==> config.mk <==
export PLATFORM = sky130hd
export DESIGN_NAME = conv_accum
export DESIGN_NICKNAME = d
export VERILOG_FILES = /design/src/rtl/cnn_pkg.sv /design/src/rtl/requant_sat.sv /design/src/rtl/conv_accum.sv
export SDC_FILE = /design/constraint.sdc
export NUM_CORES = 1
export LEC_CHECK = 0
export BUFFER_PORTS_ARGS = -buffer_cell sky130_fd_sc_hd__buf_4
export CORE_MARGIN = 2
export CORE_UTILIZATION = 45
export DETAILED_ROUTE_END_ITERATION = 10
export GPL_ROUTABILITY_DRIVEN = 0
export MAX_ROUTING_LAYER = met4
export PLACE_DENSITY_LB_ADDON = 0.05
export SYNTH_ARGS = -nofsm -noshare
export SYNTH_HDL_FRONTEND = slang
export SYNTH_HIERARCHICAL = 1
export SYNTH_SLANG_ARGS = --single-unit
==> constraint.sdc <==
create_clock -name clk -period 13.12 [get_ports clk]
set_clock_uncertainty 0.15 [all_clocks]
set_input_delay 1.312 -clock clk [delete_from_list [all_inputs] [get_ports clk]]
set_output_delay 1.312 -clock clk [all_outputs]
set_load 0.02 [all_outputs]
==> src/rtl/cnn_pkg.sv <==
// cnn_pkg: constants and helpers shared by the CNN datapath blocks
// (accumulator, requantiser, pooling and fully connected stages).
//   DATA_WIDTH / KERNEL_NUM / ACC_WIDTH / OUT_SHIFT : default block parameters
//   clog2()                                         : constant bit-width helper
//   sat_max() / sat_min()                           : signed saturation bounds for a width
package cnn_pkg;

   localparam int DATA_WIDTH = 8;
   localparam int KERNEL_NUM = 9;
   localparam int ACC_WIDTH  = 24;
   localparam int OUT_SHIFT  = 7;

   // Bits needed to hold the values 0..value-1 (at least 1).
   function automatic int clog2(input int value);
      int bits;
      int rem;
      bits = 0;
      rem  = value - 1;
      while (rem > 0) begin
         bits++;
         rem = rem >> 1;
      end
      return (bits == 0) ? 1 : bits;
   endfunction

   function automatic longint sat_max(input int width);
      return (longint'(1) <<< (width - 1)) - 1;
   endfunction

   function automatic longint sat_min(input int width);
      return -(longint'(1) <<< (width - 1));
   endfunction

   localparam int SAT_MAX = int'(sat_max(DATA_WIDTH));
   localparam int SAT_MIN = int'(sat_min(DATA_WIDTH));

endpackage

==> src/rtl/requant_sat.sv <==
// requant_sat: combinational requantiser. Rounds an accumulator-scale sum
// half up to output scale, optionally applies ReLU, then saturates to a
// signed DATA_WIDTH result.
//   sum     in  ACC_WIDTH   signed accumulator-scale value
//   relu_en in  1           clamp negative values to zero
//   result  out DATA_WIDTH  signed output-scale value
//   sat     out 1           the saturation clamp changed the value
module requant_sat #(
   parameter int ACC_WIDTH  = cnn_pkg::ACC_WIDTH,
   parameter int DATA_WIDTH = cnn_pkg::DATA_WIDTH,
   parameter int OUT_SHIFT  = cnn_pkg::OUT_SHIFT
) (
   input  logic signed [ACC_WIDTH-1:0]  sum,
   input  logic                         relu_en,
   output logic signed [DATA_WIDTH-1:0] result,
   output logic                         sat
);
   import cnn_pkg::*;

   // One guard bit so adding the rounding constant can never wrap.
   localparam int RW = ACC_WIDTH + 1;
   localparam logic signed [RW-1:0] RND =
      (OUT_SHIFT > 0) ? (RW'(1) <<< ((OUT_SHIFT > 0) ? OUT_SHIFT - 1 : 0)) : '0;
   localparam logic signed [RW-1:0] MAX_V = RW'(sat_max(DATA_WIDTH));
   localparam logic signed [RW-1:0] MIN_V = RW'(sat_min(DATA_WIDTH));

   logic signed [RW-1:0] rounded;
   logic signed [RW-1:0] scaled;
   logic signed [RW-1:0] rectified;

   always_comb begin
      rounded   = RW'(sum) + RND;
      scaled    = rounded >>> OUT_SHIFT;
      rectified = scaled;
      if (relu_en && scaled[RW-1]) begin
         rectified = '0;
      end
      // ReLU runs before the clamp, so a ReLU-only change never raises sat.
      sat    = 1'b0;
      result = rectified[DATA_WIDTH-1:0];
      if (rectified > MAX_V) begin
         result = MAX_V[DATA_WIDTH-1:0];
         sat    = 1'b1;
      end else if (rectified < MIN_V) begin
         result = MIN_V[DATA_WIDTH-1:0];
         sat    = 1'b1;
      end
   end

endmodule

==> src/rtl/conv_accum.sv <==
// conv_accum: accumulates KERNEL_NUM signed products per convolution window,
// adds a per-window bias, requantises the window sum and presents it on a
// valid/ready output.
//   clk, rst_n        clock, asynchronous active-low reset
//   clear             synchronous flush of the window and the output register
//   in_valid/in_ready product handshake; in_prod is the 2*DATA_WIDTH product
//   bias              signed output-scale bias, taken with the first term
//   relu_en           ReLU enable, taken with the last term
//   out_valid/out_ready result handshake; out_data/out_sat hold the result
module conv_accum #(
   parameter int DATA_WIDTH = cnn_pkg::DATA_WIDTH,
   parameter int KERNEL_NUM = cnn_pkg::KERNEL_NUM,
   parameter int ACC_WIDTH  = cnn_pkg::ACC_WIDTH,
   parameter int OUT_SHIFT  = cnn_pkg::OUT_SHIFT
) (
   input  logic                           clk,
   input  logic                           rst_n,
   input  logic                           clear,
   input  logic                           in_valid,
   output logic                           in_ready,
   input  logic signed [2*DATA_WIDTH-1:0] in_prod,
   input  logic signed [DATA_WIDTH-1:0]   bias,
   input  logic                           relu_en,
   output logic                           out_valid,
   input  logic                           out_ready,
   output logic signed [DATA_WIDTH-1:0]   out_data,
   output logic                           out_sat
);
   import cnn_pkg::*;

   localparam int CNT_W = clog2(KERNEL_NUM);
   localparam logic [CNT_W-1:0] LAST = CNT_W'(KERNEL_NUM - 1);

   logic [CNT_W-1:0]              cnt_q, cnt_d;
   logic signed [ACC_WIDTH-1:0]   acc_q, acc_d;
   logic                          out_valid_q, out_valid_d;
   logic signed [DATA_WIDTH-1:0]  out_data_q, out_data_d;
   logic                          out_sat_q, out_sat_d;

   logic signed [ACC_WIDTH-1:0]   prod_ext;
   logic signed [ACC_WIDTH-1:0]   bias_ext;
   logic signed [ACC_WIDTH-1:0]   sum;
   logic signed [DATA_WIDTH-1:0]  rq_data;
   logic                          rq_sat;
   logic                          is_last;
   logic                          accept;

   assign prod_ext = ACC_WIDTH'(in_prod);
   assign bias_ext = ACC_WIDTH'(bias) <<< OUT_SHIFT;
   assign sum      = acc_q + prod_ext;
   assign is_last  = (cnt_q == LAST);

   // Only the last term must wait for the held result to drain; earlier
   // terms of the next window keep flowing into the accumulator.
   assign in_ready = !(out_valid_q && !out_ready && is_last);
   assign accept   = in_valid && in_ready;

   requant_sat #(
      .ACC_WIDTH (ACC_WIDTH),
      .DATA_WIDTH(DATA_WIDTH),
      .OUT_SHIFT (OUT_SHIFT)
   ) u_requant (
      .sum    (sum),
      .relu_en(relu_en),
      .result (rq_data),
      .sat    (rq_sat)
   );

   always_comb begin
      // NOTE: every signal gets a hold-value default first so no path leaves it unassigned (no latch).
      cnt_d       = cnt_q;
      acc_d       = acc_q;
      out_valid_d = out_valid_q;
      out_data_d  = out_data_q;
      out_sat_d   = out_sat_q;

      if (out_valid_q && out_ready) begin
         out_valid_d = 1'b0;
      end

      if (accept) begin
         if (cnt_q == '0) begin
            acc_d = prod_ext + bias_ext;
            cnt_d = cnt_q + CNT_W'(1);
         end else if (is_last) begin
            // A new result overrides the handshake drop above.
            cnt_d       = '0;
            out_data_d  = rq_data;
            out_sat_d   = rq_sat;
            out_valid_d = 1'b1;
         end else begin
            acc_d = sum;
            cnt_d = cnt_q + CNT_W'(1);
         end
      end

      // Flush wins over a term accepted in the same cycle.
      if (clear) begin
         cnt_d       = '0;
         acc_d       = '0;
         out_valid_d = 1'b0;
         out_data_d  = '0;
         out_sat_d   = 1'b0;
      end
   end

   // NOTE: state registers use non-blocking assignment so every flop samples pre-edge values.
   always_ff @(posedge clk or negedge rst_n) begin
      if (!rst_n) begin
         cnt_q       <= '0;
         acc_q       <= '0;
         out_valid_q <= 1'b0;
         out_data_q  <= '0;
         out_sat_q   <= 1'b0;
      end else begin
         cnt_q       <= cnt_d;
         acc_q       <= acc_d;
         out_valid_q <= out_valid_d;
         out_data_q  <= out_data_d;
         out_sat_q   <= out_sat_d;
      end
   end

   assign out_valid = out_valid_q;
   assign out_data  = out_data_q;
   assign out_sat   = out_sat_q;

endmodule
## Yosys cells after proc, flatten, opt, wreduce, memory -nomap -nowiden

Cells that the tools add are included.

- Add/sub/neg operators: 4
- Muxes and demuxes: 26
- Equal/unequal tests: 3
- Magnitude comparators: 2
- Reductions and logical operators: 12

Operators by type and width:

| operator | number |
|---|---|
| 24-bit 2-to-1 mux | 4 |
| 8-bit 2-to-1 mux | 6 |
| 24-bit by 8-bit adder with 25-bit output (second input constant) | 1 |
| 25-bit by 8-bit greater-than comparator with 1-bit output (second input constant) | 1 |
| 25-bit by 8-bit < comparator with 1-bit output (second input constant) | 1 |
| 25-bit 2-to-1 mux | 1 |
| 24-bit by 16-bit adder with 24-bit output | 1 |
| 16-bit by 15-bit adder with 17-bit output | 1 |
| 4-bit 2-to-1 mux | 4 |
| 1-bit 2-to-1 mux | 11 |
| 1-bit logical AND | 5 |
| 4-bit by 1-bit adder with 4-bit output (second input constant) | 1 |
| 4-bit equality test (second input constant) | 1 |
| 4-bit zero test | 1 |
| 2-bit nonzero test | 2 |
| 3-bit by 2-bit inequality test with 1-bit output (second input constant) | 1 |
| 3-bit AND reduction | 1 |
| 1-bit zero test | 2 |
| 2-bit inequality test (second input constant) | 1 |
| 2-bit AND reduction | 1 |

- Bits of input ports: 30
- Register bits after elaboration: 38
- Output and inout bits: 11
- Logic and storage cells: 52

## Depth between registers and ports, before layout

Gate-level depths: netlist of the first run.

- Word-level depth: 11
- Gate-level depth with buffers: 18
- Gate-level depth less buffers: 18

## Modules after synthesis

Netlist of the first run, hierarchy kept.

By module, submodules not included:

| module | area each (µm²) | times used | cells an instance | seq. area each (µm²) |
|---|---|---|---|---|
| conv_accum | 3529.6 | 1 | 424 | 950.9 |
| requant_sat | 554.3 | 1 | 78 | 0.0 |

## Worst setup path after synthesis of the first run

Ideal clock, no wire load.

- Path type: in2reg
- Start point: input in_prod[0]
- End point: register out_sat_q, in the netlist out_sat
- Setup slack: 7.940 ns
- Arrival: 4.898 ns
- Required time: 12.838 ns
- Buffers on the path: 0
- Setup time: 0.132 ns
- Cell stages on the path: 17
- Path through: ha_1 > inv_1 > fa_1 > nand2b_1 > a21oi_1 > o2111ai_1 > a211oi_1 > nor2_1 > xnor2_1 > nand4_1 > nor4_1 > xor2_1 > a2111o_1 > o31ai_4 > a21bo_1 > mux2i_1 > nor2_1

- Word-level cells in the longest chain between the ends: 11
- Elaborated cells between the ends (all ways): 12
- Classes of those cells: 2 x add/sub; 2 x order compare; 7 x mux; 1 x reduce/logical

RTL lines:

| element | line | text |
|---|---|---|
| from (decl) | conv_accum.sv:21 | `input logic signed [2*DATA_WIDTH-1:0] in_prod,` |
| 24-bit by 16-bit adder with 24-bit output * | conv_accum.sv:50 | `assign sum = acc_q + prod_ext;` |
| net sum[14] | conv_accum.sv:42 | `logic signed [ACC_WIDTH-1:0] sum;` |
| 24-bit by 8-bit adder with 25-bit output * | requant_sat.sv:32 | `rounded = RW'(sum) + RND;` |
| 1-bit logical AND | requant_sat.sv:35 | `if (relu_en && scaled[RW-1]) begin` |
| 25-bit 2-to-1 mux * | requant_sat.sv:35 |  |
| 25-bit by 8-bit < comparator with 1-bit output | requant_sat.sv:44 | `end else if (rectified < MIN_V) begin` |
| 1-bit 2-to-1 mux | requant_sat.sv:44 |  |
| 1-bit 2-to-1 mux * | requant_sat.sv:41 | `if (rectified > MAX_V) begin` |
| net rq_sat | conv_accum.sv:44 | `logic rq_sat;` |
| 1-bit 2-to-1 mux * | conv_accum.sv:85 | `end else if (is_last) begin` |
| 1-bit 2-to-1 mux * | conv_accum.sv:82 | `if (cnt_q == '0) begin` |
| 1-bit 2-to-1 mux * | conv_accum.sv:81 | `if (accept) begin` |
| 1-bit 2-to-1 mux * | conv_accum.sv:98 | `if (clear) begin` |
| to (signal assigned) | conv_accum.sv:120 | `out_sat_q <= out_sat_d;` |
| to (decl) | conv_accum.sv:38 | `logic out_sat_q, out_sat_d;` |

Mark *: on every way through the listed nets, which the timed path passes. The rest lies on a longest branch. The select of a mux whose other input is x is not followed.
A chain may end at the register's enable or synchronous reset.

## Worst setup path in the final report of the first run

Same ends and word-level chain as after synthesis.

==> results of run 1 <==
registers in the layout, summed over array words and instances (netlist names):
signal and flops:
cnt_q 4, out_data 8, out_valid 1, out_sat 1, acc_q 24
per-stage QoR:
| step | instance area, um2 | utilization, % | setup WS, ns | total power [mW] | std cells |
|---|---|---|---|---|---|
| floorplan | 4080 | - | 7.94 | 0.335 | 502 |
| detailed placement | 4470 | 51.1 | 7.28 | 0.399 | 637 |
| CTS | 4570 | 52.1 | 7.63 | 0.492 | 645 |
| global route | 4570 | 52.1 | 7.26 | 0.529 | 645 |
| global placement | 4470 | 51.1 | 7.48 | 0.395 | 637 |
| finish | 4570 | 52.1 | 7.56 | 0.489 | 645 |
worst max-delay path by stage:
stage	start	end	cells after the start
after global placement	in_prod[0]	out_sat	18
after global routing	in_prod[0]	out_sat	18
final	in_prod[0]	out_sat	18
after floorplan	in_prod[0]	out_sat	17
after detailed placement	in_prod[0]	out_sat	18
after CTS	in_prod[0]	out_sat	18
per-layer routing:
layer | routed length, um | track usage [%] | vias up
met5 | 0 | - | -
met4 | 263 | 7.80 | 0
met3 | 458 | 2.88 | 17
met2 | 4650 | 36.5 | 95
met1 | 5170 | 31.2 | 1763
li1 | - | - | 1926
layout by cell type, fill, tap and decap left out, types with 11 or more instances in the layout:
cell and count:
ha_1 35, a21o_1 11, dfrtp_1 38, nand2_1 58, xnor2_1 17, a21oi_1 40, mux2i_1 18, buf_4 43
inv_1 19, o21ai_0 29, xor2_1 18, nand3_1 20, nor2_1 41
critical path: stages:
cell       delay [ns]
buf_4            0.08
ha_1             0.20
inv_1            0.07
fa_1             0.39
nand2b_1         0.17
a21oi_1          0.21
o2111ai_1        0.21
a211oi_1         0.32
nor2_1           0.10
xnor2_1          0.50
nand4_1          0.33
nor4_1           0.41
xor2_1           0.14
a2111o_1         0.42
o31ai_4          0.30
a21bo_1          0.24
mux2i_1          0.13
nor2_1           0.05
final cells by class:
cell class | instances | area [um2]
clock buffers | 6 | 82.6
clock inverters | 2 | 12.5
fillers | 860 | 4190
inverters | 19 | 71.3
multi-input cells | 429 | 2990
flip-flops and latches | 38 | 951
well taps | 108 | 135
repair buffers | 43 | 323
where the power goes:
| group | switching (mW) | internal, mW | total [mW] |
|---|---|---|---|
| combinational | 0.164 | 0.100 | 0.265 |
| sequential | 0.00678 | 0.127 | 0.134 |
| clock | 0.0480 | 0.0424 | 0.0903 |
| total | 0.219 | 0.270 | 0.489 |
cell families after synthesis:
group / share of synthesized area (%)
AOI/OAI and AO/OA: 25.2
adders and majority gates: 11.7
xor gates and xnor gates: 7.51
buffers and inverters: 3.49
and+or+nand+nor: 24.2
DFF: 23.3
muxes: 4.69
==> flow_summary.toml, run 1 <==
[status]
status = "complete, no violations"

[critical_path]
worstPathMaxFanout = 8
critPathKind = "input pin to flip-flop"
endpoint_kind = "flip-flop"
r2r_cells = 17
arrival_ns = 5.60
r2r-end = "out_sat"
cp.required_ns = 13.17
reg2reg_setup_slack_ns = 8.29
r2r-start = "acc_q[0]"
cp-start-kind = "input pin"

[final_layout]
final_nets = 603
antenna_cells = 0
drive_gt1_share_pct = 14.3
area_growth_pct = 11.9

[grt]
grt_pass1_vias = 3707
grt_antenna_before_repair = 0
grt_max_degree = 39
grt_use_total_pct = 23.3
grt_pass1_wl_um = 18100
grt.overflow.total = 0

[min_path]
hp-start = "acc_q[10]"
hold_depth = 2
holdPathEnd = "acc_q[10]"
hp-class = "flip-flop to flip-flop"

[clock_network]
clk_latency_ns = 0.30
h-tree-depth = 2
clk_pin_slew_ns = 0.09
cts_tree = "built"
cts_hold_repair.buffers = 0
clockBufferDepth = 2
clock-sinks = 38
cts_resized = 0
postCtsSetupBuffers = 0
cts_inserted_buffers = 5
cts-root-buf = "clkbuf_8"

[sta]
fin_tns_setup_ns = 0
slew_violations = 0
hold_ws_ns = 0.343
max_freq_mhz = 180
setup_viol_count_final = 0
slew_headroom_pct = 54.4
worst_slew_pin_slew_ns = 0.682
rsz0062_at_grt = "no"
finalCritPeriodShare_pct = 42.4
fin_crit_ns = 5.56
hold_viol = 0

[place]
portBuffers = 40
hpwl_um = 8140

[routing]
ant_nets = 0
wire_per_inst_um = 16.4
wl_um = 10500
via_count = 3801
vias_per_cell = 5.89
drt_iter0_markers = 181
drc = 0
firstDrtPassIters = 4

[synthesis]
synth_area_leaders = "dfrtp_1 23%, ha_1 11%, nand2_1 5.3%"
synth-edff-count = 0
synth_common_cells = "58 x nand2_1, 41 x a21oi_1, 41 x nor2_1"
ys_seq_area_share_pct = 23.3
synth-main-ff-cell = "dfrtp_1"
async_reset_ff_share_pct = 100
ys_seq_elements = 38
synth.distinct_cells = 72
synth_most_common_cell = "nand2_1"
postSynthCellCount = 502
synth_top_area_cell = "dfrtp_1"
syn-num-nets = 569
yosysWarningCount = 6
postSynthAreaPerCell_um2 = 8.14
syn_area_mm2 = 0.00408
synth_top_cell_area_share_pct = 23.3

[die]
ios = 41
die_y_um = 99.3
die_area_mm2 = 0.00985
initial_core_util_pct = 46.6
fp.dieW_um = 99.3
core-area_mm2 = 0.00876
rows = 34

[run]
cap_violations = 0

[power]
p_leak_nw = 2.07
p_per_area_mw_per_mm2 = 107
vdd_ir_drop_max_mv = 0.0436
No activity file was read; power rests on OpenSTA's default activity.
==> run 2, diff against run 1 <==
Clock period 13.12 ns to 5.75 ns, I/O delays scaled along.
==> run 2 against run 1 <==
Sequential share of layout area decreased by 0.23 points. Die area unchanged. Global-route usage rose by 0.22 points.
==> flow_summary.toml, run 2 (synthesis results as in run 1) <==
[routing]
via_count = 3838
drc = 0
wl_um = 10700
wire_per_inst_um = 16.6
drt_iter0_markers = 166
vias_per_cell = 5.94
ant_nets = 0
firstDrtPassIters = 4

[final_layout]
fill_cells = 862
drive_gt1_share_pct = 14.5
largest_register_ffs = 24
fin_cells = 646
regMostFlops = "acc_q"
layout_common_cells = "58 x nand2_1, 44 x buf_4, 41 x nor2_1, 40 x a21oi_1, 38 x dfrtp_1"
area_growth_pct = 13.1
antenna_cells = 0
multi_input_area_mm2 = 0.00299
final_nets = 604
final_common_cell = "nand2_1"
regArea_um2 = 951

[die]
die_area_mm2 = 0.00985
initial_core_util_pct = 46.6
die_y_um = 99.3
core-area_mm2 = 0.00876
fp.dieW_um = 99.3
ios = 41
rows = 34

[critical_path]
r2r-start = "acc_q[0]"
cp-start-kind = "flip-flop"
arrival_ns = 4.86
r2r_cells = 17
endpoint_kind = "flip-flop"
reg2reg_setup_slack_ns = 0.92
worstPathMaxFanout = 8
critPathKind = "flip-flop to flip-flop"
cp.required_ns = 5.78
r2r-end = "out_sat"

[grt]
grt_pass1_vias = 3745
grt_max_degree = 39
grt_pass1_wl_um = 18300
grt_antenna_before_repair = 0
grt_use_total_pct = 23.5
grt.overflow.total = 0

[sta]
setup_viol_count_final = 0
slew_violations = 0
max_freq_mhz = 207
fin_crit_ns = 4.83
finalCritPeriodShare_pct = 84.0
worst_slew_pin_slew_ns = 0.790
slew_headroom_pct = 47.2
fin_tns_setup_ns = 0
hold_viol = 0
rsz0062_at_grt = "no"

[clock_network]
cts_inserted_buffers = 5
cts-root-buf = "clkbuf_8"
clockBufferDepth = 2
cts_tree = "built"
clock-sinks = 38
cts_hold_repair.buffers = 0
h-tree-depth = 2
clk_pin_slew_ns = 0.09
postCtsSetupBuffers = 0
cts_resized = 0
clk_latency_ns = 0.30

[power]
power_frac_comb_pct = 50.8
switching_share_pct = 42.2
p_sw_mw = 0.507
intPower_mw = 0.696
p_leak_nw = 2.09
power.share.sequential_pct = 25.4
p_per_area_mw_per_mm2 = 260
clkPwrFrac_pct = 23.8
vdd_ir_drop_max_mv = 0.0995

[place]
hpwl_um = 8210
portBuffers = 40
dp_cells = 638

[run]
cap_violations = 0

[min_path]
hp-class = "input pin to async pin"

[status]
status = "complete, no violations"
run 2: how the worst max path moves through the flow:
stage / from / end / cells after the start
floorplan: in_prod[0] / out_sat / 17
global route: acc_q[0] / out_sat / 17
finish: acc_q[0] / out_sat / 17
global placement: in_prod[0] / out_sat / 18
detailed placement: in_prod[0] / out_sat / 18
CTS: acc_q[0] / out_sat / 17
run 2: area by class of cell:
class                   instances  area share, %
clock buffers                   5           1.49
clock inverters                 3           1.49
inverters                      19           1.54
multi-input cells             429           64.8
flip-flops and latches         38           20.6
well taps                     108           2.93
repair buffers                 44           7.15
run 2: through the flow:
step                      total power, mW  util [%]  instance area, um2  setup slack, ns  hold WS, ns
final                                1.20      52.7                4620            0.919       0.0951
after global routing                 1.29      52.7                4620            0.433        0.135
after CTS                            1.21      52.7                4620            0.927        0.111
after detailed placement            0.912      51.1                4480            0.667        0.326
after global placement              0.904      51.1                4480            0.845        0.319
after floorplan                     0.765         -                4080             1.31        0.129
run 2: layer usage:
metal	global-route usage, %	share of wire (%)	vias to the layer above
li1	-	-	1925
met1	31.9	49	1807
met2	38.4	46	100
met3	1.97	4.1	6
met4	5.37	0.88	0
met5	-	0	-
run 2: power groups by stage:
stage / combinational [mW] / sequential [mW] / clock (mW)
after floorplan: 0.459 / 0.307 / 0
after global placement: 0.594 / 0.310 / 0
after detailed placement: 0.602 / 0.310 / 0
after CTS: 0.606 / 0.305 / 0.294
after global routing: 0.682 / 0.309 / 0.301
final: 0.611 / 0.305 / 0.287
run 2: critical path, stage by stage (launching register included):
cell	delay (ns)
dfrtp_1	0.36
ha_1	0.22
inv_1	0.07
fa_1	0.39
nand2b_1	0.17
a21oi_1	0.20
o2111ai_1	0.21
a211oi_1	0.36
nor2_1	0.11
xnor2_1	0.46
nand4_1	0.31
nor4_1	0.43
xor2_1	0.12
a2111o_1	0.42
o31ai_4	0.32
a21bo_1	0.24
mux2i_1	0.13
nor2_1	0.05
==> run 3, diff against run 2 <==
Settings changed: ABC_AREA from default to 1.
Clock period 5.75 ns to 4.82 ns, I/O delays scaled along.
==> run 3 against run 2 <==
The flow now finishes with violations (hold timing). Non-clock buffer count decreased by 3. Final area up 15%. Via count increased by 29%. Synthesized area grew 18%. Worst setup slack improved by 0.22 ns. Register-to-register slack better by 0.22 ns. Core utilization shrank 1.5 points. Clock power is 15% lower.
==> flow_summary.toml, run 3 <==
[status]
status = "finished with violations"
violations = "hold timing"

[sta]
hold_viol = 18
slew_headroom_pct = 34.7
setup_viol_count_final = 0
fin_tns_setup_ns = 0
rsz0062_at_grt = "no"
fin_crit_ns = 3.69
max_freq_mhz = 271
hold_ws_ns = -0.00743
worst_slew_pin_slew_ns = 0.975
finalCritPeriodShare_pct = 76.5
slew_violations = 0

[synthesis]
yosysWarningCount = 6
syn_area_mm2 = 0.00483
synth_top_cell_area_share_pct = 23.5
ys_seq_area_share_pct = 19.7
async_reset_ff_share_pct = 100
synth_common_cells = "302 x nand2_1, 140 x inv_1, 76 x nand3_1"
synth_most_common_cell = "nand2_1"
postSynthCellCount = 817
synth_top_area_cell = "nand2_1"
synth.distinct_cells = 41
synth-main-ff-cell = "dfrtp_1"
synth-edff-count = 0
syn-num-nets = 884
synth_area_leaders = "nand2_1 23%, dfrtp_1 20%, inv_1 11%"
ys_seq_elements = 38
postSynthAreaPerCell_um2 = 5.91

[critical_path]
worstPathMaxFanout = 12
endpoint_kind = "flip-flop"
startpoint = "acc_q[0]"
critPathKind = "flip-flop to flip-flop"
setup.worst_path.end = "out_data[6]"
crit_family = "simple AND/OR/NAND/NOR gates"
critPathSlowestCell = "fa_1"
r2r_cells = 26
reg2reg_setup_slack_ns = 1.13
cp.depth = 26
slowest_delay_ns = 0.41
cp-start-kind = "flip-flop"
arrival_ns = 3.77
crit_top_cell = "nand2_1"
cp.required_ns = 4.90
r2r-end = "out_data[6]"
r2r-start = "acc_q[0]"
crit_buf_inv = 2

[clock_network]
cts_tree = "built"
clockBufferDepth = 2
postCtsSetupBuffers = 0
cts_inserted_buffers = 5
clock-sinks = 38
cts-root-buf = "clkbuf_8"
cts_hold_repair.buffers = 0
h-tree-depth = 2
clk_latency_ns = 0.31
clk_pin_slew_ns = 0.09
cts_resized = 0

[power]
finalPower_mw = 1.51
p_per_area_mw_per_mm2 = 284
vdd_ir_drop_max_mv = 0.134
p_leak_nw = 3.03

[final_layout]
fin_area_mm2 = 0.00531
fin_cells = 992
antenna_cells = 0
final_nets = 922
area_growth_pct = 10.0
largest_register_ffs = 24
drive_gt1_share_pct = 12.1
regMostFlops = "acc_q"
fill_cells = 1132
layout_common_cells = "302 x nand2_1, 140 x inv_1, 76 x nand3_1, 65 x nor2_1, 41 x buf_4"
final_common_cell = "nand2_1"

[grt]
grt_use_total_pct = 24.6
grt_pass1_wl_um = 22300
grt_antenna_before_repair = 0
grt.overflow.total = 0
grt_max_degree = 39
grt_pass1_vias = 4713

[routing]
drc = 0
drt_iter0_markers = 255
wl_um = 13000
via_count = 4947
ant_nets = 0
firstDrtPassIters = 5
wire_per_inst_um = 13.1
vias_per_cell = 4.99

[place]
dpl_cell_area_mm2 = 0.00522
hpwl_um = 10600
dp_cells = 984
portBuffers = 40

[die]
initial_core_util_pct = 46.5
fp.dieW_um = 108
core-area_mm2 = 0.0104
rows = 37
die_y_um = 108
ios = 41
die_area_mm2 = 0.0116

[run]
cap_violations = 0

[min_path]
hp-class = "input pin to async pin"
==> run 3: layout make-up <==
| class | instances | area, um2 | share of cell area (%) |
|---|---|---|---|
| sequential | 38 | 951 | 17.9 |
| timing repair buffer | 41 | 308 | 5.80 |
| tap | 136 | 170 | 3.20 |
| multi-input combinational | 620 | 3230 | 60.8 |
| inverter | 149 | 561 | 10.6 |
| clock inverter | 1 | 5.00 | 0.0943 |
| clock buffer | 7 | 86.3 | 1.63 |
==> run 3: power breakdown <==
part	internal, mW	leakage [nW]	switching [mW]	total, mW
registers	0.350	0.511	0.0186	0.368
clock network	0.116	0.0482	0.130	0.245
logic	0.297	2.47	0.597	0.894
==> run 3: worst min path at each step <==
| stage | start | end |
|---|---|---|
| finish | rst_n | acc_q[18] |
| global placement | acc_q[8] | acc_q[8] |
| detailed placement | acc_q[15] | acc_q[15] |
| CTS | rst_n | acc_q[18] |
| global route | rst_n | acc_q[22] |
| floorplan | rst_n | acc_q[0] |
==> run 3: stage by stage <==
step	utilization [%]	worst slack, ns
CTS	51.2	1.15
finish	51.2	1.13
global placement	50.3	0.983
global route	51.2	0.708
floorplan	-	1.54
detailed placement	50.3	0.922
==> run 3: routing by layer <==
metal | part of all wire (%) | GRT usage (%) | wire, um
met4 | 1.5 | 5.59 | 199
met5 | 0 | - | 0
met1 | 50 | 33.9 | 6440
met3 | 4.1 | 3.15 | 535
met2 | 45 | 38.7 | 5780
==> run 3: logic make-up (layout without fill, tap and decap cells) <==
group | Yosys count | count (layout) | synth area share [%]
AO/OA/AOI/OAI | 61 | 61 | 7.10
XOR/XNOR | 17 | 17 | 3.40
adder cells (fa/ha/maj) | 37 | 37 | 9.90
buffers and inverters | 159 | 198 | 13.4
flip-flops | 38 | 38 | 19.7
AND/OR/NAND/NOR | 505 | 505 | 46.5
